### config.mk
export PLATFORM = sky130hd
export DESIGN_NAME = bus_arbiter
export DESIGN_NICKNAME = d
export VERILOG_FILES = /design/src/rtl/bus_arbiter.sv
export SDC_FILE = /design/constraint.sdc
export NUM_CORES = 1
export LEC_CHECK = 0
export BUFFER_PORTS_ARGS = -buffer_cell sky130_fd_sc_hd__buf_4
export CAP_MARGIN = 20
export CORE_AREA = 2 2 110 112
export CTS_BUF_LIST = sky130_fd_sc_hd__clkbuf_16
export CTS_CLUSTER_DIAMETER = 50
export DETAILED_ROUTE_END_ITERATION = 10
export DIE_AREA = 0 0 112 114
export PLACE_DENSITY_LB_ADDON = 0.05
export SETUP_SLACK_MARGIN = 0.4
export SYNTH_ARGS = -nofsm -noshare
export SYNTH_HDL_FRONTEND = slang
export SYNTH_SLANG_ARGS = --single-unit
### constraint.sdc
create_clock -name clock -period 7.6 [get_ports clock]
set_input_delay 0.38 -clock clock [delete_from_list [all_inputs] [get_ports clock]]
set_output_delay 0.38 -clock clock [all_outputs]
set_load 0.02 [all_outputs]
### src/rtl/bus_arbiter.sv
// Two-requester arbiter for the SRAM adapter port; zero-cycle command path, read IDs queued for return routing.
// Optional alternation between requesters with BUS_ARB_ROUND_ROBIN_EN; default is fixed priority to requester 0.
module bus_arbiter #(
    parameter int MAX_PENDING = 4,
    parameter int ADDR_W      = 26
) (
    input  logic              clock,
    input  logic              reset,
    input  logic [ADDR_W-1:0] req0_address,
    input  logic              req0_read,
    input  logic              req0_write,
    input  logic [31:0]       req0_writedata,
    output logic              req0_waitrequest,
    output logic [31:0]       req0_readdata,
    output logic              req0_readdatavalid,
    input  logic [ADDR_W-1:0] req1_address,
    input  logic              req1_read,
    input  logic              req1_write,
    input  logic [31:0]       req1_writedata,
    output logic              req1_waitrequest,
    output logic [31:0]       req1_readdata,
    output logic              req1_readdatavalid,
    output logic [ADDR_W-1:0] master_address,
    output logic              master_read,
    output logic              master_write,
    output logic [31:0]       master_writedata,
    input  logic [31:0]       master_readdata,
    input  logic              master_readdatavalid,
    input  logic              master_waitrequest,
    output logic              err_orphan
);

    localparam int PTR_W = (MAX_PENDING > 1) ? $clog2(MAX_PENDING) : 1;
    localparam int CNT_W = $clog2(MAX_PENDING + 1);

    logic             gnt_q, gnt_d;
    logic             locked_q, locked_d;
    logic             last_q, last_d;
    logic [PTR_W-1:0] wr_ptr_q, wr_ptr_d;
    logic [PTR_W-1:0] rd_ptr_q, rd_ptr_d;
    logic [CNT_W-1:0] count_q, count_d;
    logic             id_mem_q [MAX_PENDING];
    logic             id_mem_d [MAX_PENDING];
    logic             err_orphan_q, err_orphan_d;

    logic full, elig0, elig1, win, win_elig, fwd_rd, fwd_wr;
    logic accept, push, pop, rd_id;

    // Full comes from the registered count so a same-cycle pop never admits a read.
    assign full  = (count_q == CNT_W'(MAX_PENDING));
    assign elig0 = req0_write | (req0_read & ~full);
    assign elig1 = req1_write | (req1_read & ~full);

    always_comb begin
        win = 1'b0;
        if (locked_q) begin
            win = gnt_q;
        end else if (elig0 && elig1) begin
`ifdef BUS_ARB_ROUND_ROBIN_EN
            win = ~last_q;
`else
            win = 1'b0;
`endif
        end else if (elig1) begin
            win = 1'b1;
        end
    end

    assign win_elig = win ? elig1 : elig0;
    assign fwd_rd   = win_elig & (win ? req1_read : req0_read);
    assign fwd_wr   = win_elig & (win ? req1_write : req0_write);

    assign master_address   = win ? req1_address : req0_address;
    assign master_writedata = win ? req1_writedata : req0_writedata;
    assign master_read      = fwd_rd;
    assign master_write     = fwd_wr;

    assign req0_waitrequest = (!win && win_elig) ? master_waitrequest : 1'b1;
    assign req1_waitrequest = ( win && win_elig) ? master_waitrequest : 1'b1;

    assign accept = (fwd_rd | fwd_wr) & ~master_waitrequest;
    assign push   = accept & fwd_rd;
    assign pop    = master_readdatavalid & (count_q != '0);
    assign rd_id  = id_mem_q[rd_ptr_q];

    assign req0_readdata      = master_readdata;
    assign req1_readdata      = master_readdata;
    assign req0_readdatavalid = pop & ~rd_id;
    assign req1_readdatavalid = pop & rd_id;
    assign err_orphan         = err_orphan_q;

    always_comb begin
        gnt_d        = gnt_q;
        locked_d     = locked_q;
        last_d       = last_q;
        wr_ptr_d     = wr_ptr_q;
        rd_ptr_d     = rd_ptr_q;
        count_d      = count_q;
        id_mem_d     = id_mem_q;
        err_orphan_d = err_orphan_q;

        if ((fwd_rd | fwd_wr) && master_waitrequest) begin
            locked_d = 1'b1;
            gnt_d    = win;
        end
        if (accept) begin
            locked_d = 1'b0;
            last_d   = win;
        end
        if (push) begin
            id_mem_d[wr_ptr_q] = win;
            wr_ptr_d           = wr_ptr_q + PTR_W'(1);
        end
        if (pop) begin
            rd_ptr_d = rd_ptr_q + PTR_W'(1);
        end
        if (master_readdatavalid && count_q == '0) begin
            err_orphan_d = 1'b1;
        end
        if (push && !pop) begin
            count_d = count_q + CNT_W'(1);
        end else if (pop && !push) begin
            count_d = count_q - CNT_W'(1);
        end
    end

    always_ff @(posedge clock or negedge reset) begin
        if (!reset) begin
            gnt_q        <= 1'b0;
            locked_q     <= 1'b0;
            last_q       <= 1'b1;
            wr_ptr_q     <= '0;
            rd_ptr_q     <= '0;
            count_q      <= '0;
            err_orphan_q <= 1'b0;
            for (int i = 0; i < MAX_PENDING; i++) begin
                id_mem_q[i] <= 1'b0;
            end
        end else begin
            gnt_q        <= gnt_d;
            locked_q     <= locked_d;
            last_q       <= last_d;
            wr_ptr_q     <= wr_ptr_d;
            rd_ptr_q     <= rd_ptr_d;
            count_q      <= count_d;
            err_orphan_q <= err_orphan_d;
            id_mem_q     <= id_mem_d;
        end
    end

endmodule

==> flow_summary.json <==
{
  "hold_path_depth": 2,
  "synth-async-reset-ratio_pct": 100,
  "ys_warn_count": 0,
  "core.rowCount": 40,
  "pwr-share-comb_pct": 69.9,
  "hold_slack_ns": 0.351,
  "clkLatencyLatePin_ns": 0.24,
  "hold_path.startpoint": "master_readdatavalid",
  "area_growth_syn_to_layout_pct": 56.7,
  "clock.fmax_mhz": 297,
  "first_global_vias": 1938,
  "io_pins": 285,
  "grt_pass1_wl_um": 11800,
  "ys.flop_type": "dfrtp_1",
  "reg2regPathDepth": 10,
  "synth_cells": 205,
  "syn_area_um2": 2020,
  "startpoint_type": "flop",
  "viasPerCell": 3.88,
  "worst_pin_slew_ns": 0.698,
  "setup_violations": 0,
  "placed_cells": 471,
  "r2r_slack_ns": 4.99,
  "setup_tns_ns": 0,
  "dieArea_um2": 12800,
  "cts_resized": 0,
  "n_antenna_cell": 0,
  "fin_crit_sh_pct": 44.3,
  "port_buffers": 188,
  "r2r-start": "count_q[0]$_DFFE_PN0P_",
  "grt.overflow.total": 0,
  "clockBufferDepth": 2,
  "internal-power_mw": 0.474,
  "min_to": "err_orphan$_DFFE_PN0P_",
  "critical_path.top_delay_family": "simple AND/OR/NAND/NOR gates",
  "vdd_drop_max_v": 0.000207,
  "seqPwrFrac_pct": 17.8,
  "nets": 492,
  "worstSetupPathType": "reg -> out",
  "maxSlewViolCount": 0,
  "hold_viol_final": 0,
  "critPathMaxFanout": 54,
  "antenna_found_initial": 0,
  "synth_cell_types": 32,
  "numCtsBuffers": 3,
  "htree_levels": 1,
  "worst_slack_ns": 4.23,
  "stdcell_count": 476,
  "skew_ns": 0.00285,
  "clkSinkCount": 14,
  "start_util_pct": 17.3,
  "wl_um": 8450,
  "placed_area_um2": 3080,
  "ys_seq_elements": 14,
  "fp.dieH_um": 114,
  "reg2reg_to": "count_q[2]$_DFFE_PN0P_",
  "powerDensity_nw_per_um2": 256,
  "power.switching_mw": 0.339,
  "firstDrtPassIters": 3,
  "cp_cell_sequence": "or3b_4 -> a21oi_2 -> nor3b_2 -> nor2_4 -> buf_4 -> mux2_2 -> buf_4",
  "finalPower_mw": 0.812,
  "cp_data_arrival_time_ns": 2.99,
  "cts_tree": "yes",
  "synth_edf_count": 0,
  "grt_max_degree": 55,
  "cp_common_cell": "buf_4",
  "syn_nets": 367,
  "routedWlPerCell_um": 17.8,
  "max_stage_delay_ns": 0.62,
  "slowest_stage": "buf_4",
  "clkPwrFrac_pct": 12.3,
  "syn_area_per_cell_um2": 9.86,
  "period_minus_slack_ns": 3.37,
  "dp_hpwl_um": 7460,
  "layout-drive-gt1-share_pct": 78.7,
  "maxCapViolCount": 0,
  "rsz0062_at_grt": "no",
  "ys_seq_area_share_pct": 17.3,
  "die_w_um": 112,
  "fin_area_um2": 3170,
  "clk_pin_slew_worst_paths_ns": 0.05,
  "cp-end-kind": "output port",
  "num_vias": 1847,
  "root_buffer": "clkbuf_16",
  "worst-path-buf-inv": 2,
  "p_leak_nw": 1.55,
  "antenna_left": 0,
  "swShare_pct": 41.7,
  "grt_usage_pct": 12.2,
  "coreArea_um2": 11700,
  "crit_required_ns": 7.22,
  "final_util_pct": 27.1,
  "drc": 0,
  "pre_cts_ws_ns": 4.46,
  "hp-class": "in -> reg",
  "place_congestion": 0.732,
  "outcome": "complete, no violations",
  "drt-initial-drc-count": 29,
  "relSlewSlack_pct": 53.5
}
## timing repair
action / 4_1_cts / 5_1_grt
hold buffers: 1 / 0
setup buffers: 0 / 0
endpoints found under the setup margin: 0 / 0
hold endpoints to repair: 14 / 0
## power groups by stage
stage               logic [mW]  clock network (mW)  registers, mW
CTS                      0.576               0.103          0.146
global placement         0.578                   0          0.147
finish                   0.568               0.100          0.145
global route             0.613               0.109          0.151
floorplan                0.422                   0          0.140
detailed placement       0.575                   0          0.146
## layout by cell type (no fill, tap or decap), drive strengths merged
master	Yosys	final
o21ai	3	3
dfrtp	14	14
o31ai	1	1
nor2	7	7
a21o	1	1
o2111ai	1	1
fa	1	1
mux2i	2	2
dlygate4sd3	0	1
o2bb2ai	1	1
mux2	60	60
buf	71	190
o22a	1	1
nor3b	1	1
nand2b	2	2
or3	1	1
xnor2	3	3
xor2	3	3
clkbuf	0	3
ha	5	5
mux4	1	1
a21oi	6	6
or3b	1	1
a31oi	4	4
and2	1	1
nor3	1	1
clkinv	0	1
nand2	6	6
nor2b	1	1
inv	6	6
## cells by family (layout without fill, tap and decap cells)
logic type	Yosys count	in the layout	synth area share [%]
buf+inv	77	201	28.5
mux	63	63	35.5
simple gates	21	21	5.75
compound gates	18	18	6.25
flops	14	14	17.3
fa+ha+maj	6	6	4.08
xor+xnor	6	6	2.60
## Yosys cell counts (2+ instances only)
| library cell | number | area, µm² |
|---|---|---|
| buf_4 | 64 | 480 |
| dfrtp_1 | 14 | 350 |
| xnor2_1 | 3 | 26.3 |
| nor2_1 | 6 | 22.5 |
| mux2_2 | 60 | 676 |
| xor2_1 | 3 | 26.3 |
| mux2i_1 | 2 | 20.0 |
| nand2_1 | 6 | 22.5 |
| a31oi_1 | 4 | 25.0 |
| inv_1 | 6 | 22.5 |
| o21ai_0 | 3 | 15.0 |
| a21oi_1 | 4 | 20.0 |
| nand2b_1 | 2 | 12.5 |
| buf_6 | 6 | 67.6 |
| ha_1 | 5 | 62.6 |
## cell type report
type                            instances  area (µm²)
Sequential cell                        14         350
Inverter                                6        22.5
Timing Repair Buffer                  191        1440
Tap cell                              147         184
Multi-Input combinational cell        114        1100
Clock buffer                            3        75.1
Clock inverter                          1        3.75
Fill cell                            1296        8540
## flip-flops by register name, summed over array words and instances, names as in the netlist
| name | count |
|---|---|
| wr_ptr_q | 2 |
| locked_q | 1 |
| count_q | 3 |
| gnt_q | 1 |
| id_mem_q | 4 |
| rd_ptr_q | 2 |
| err_orphan | 1 |
## how the worst max path moves through the flow
stage / end / depth (start not counted) / startpoint
2_1_floorplan: count_q[2]$_DFFE_PN0P_ / 10 / count_q[0]$_DFFE_PN0P_
3_5_place_dp: master_writedata[19] / 7 / count_q[0]$_DFFE_PN0P_
3_3_place_gp: master_writedata[31] / 7 / count_q[0]$_DFFE_PN0P_
5_1_grt: master_writedata[9] / 7 / count_q[0]$_DFFE_PN0P_
4_1_cts: master_writedata[19] / 7 / count_q[0]$_DFFE_PN0P_
6_report: master_writedata[9] / 7 / count_q[0]$_DFFE_PN0P_
## per-layer routing
metal	vias up	global-route usage, %	part of all wire (%)
li1	893	-	-
met1	827	13.1	36
met2	117	23.0	54
met3	10	5.42	9.9
met4	0	1.46	0.70
met5	-	0	0
Note: power is estimated with default switching activity, not from simulation.
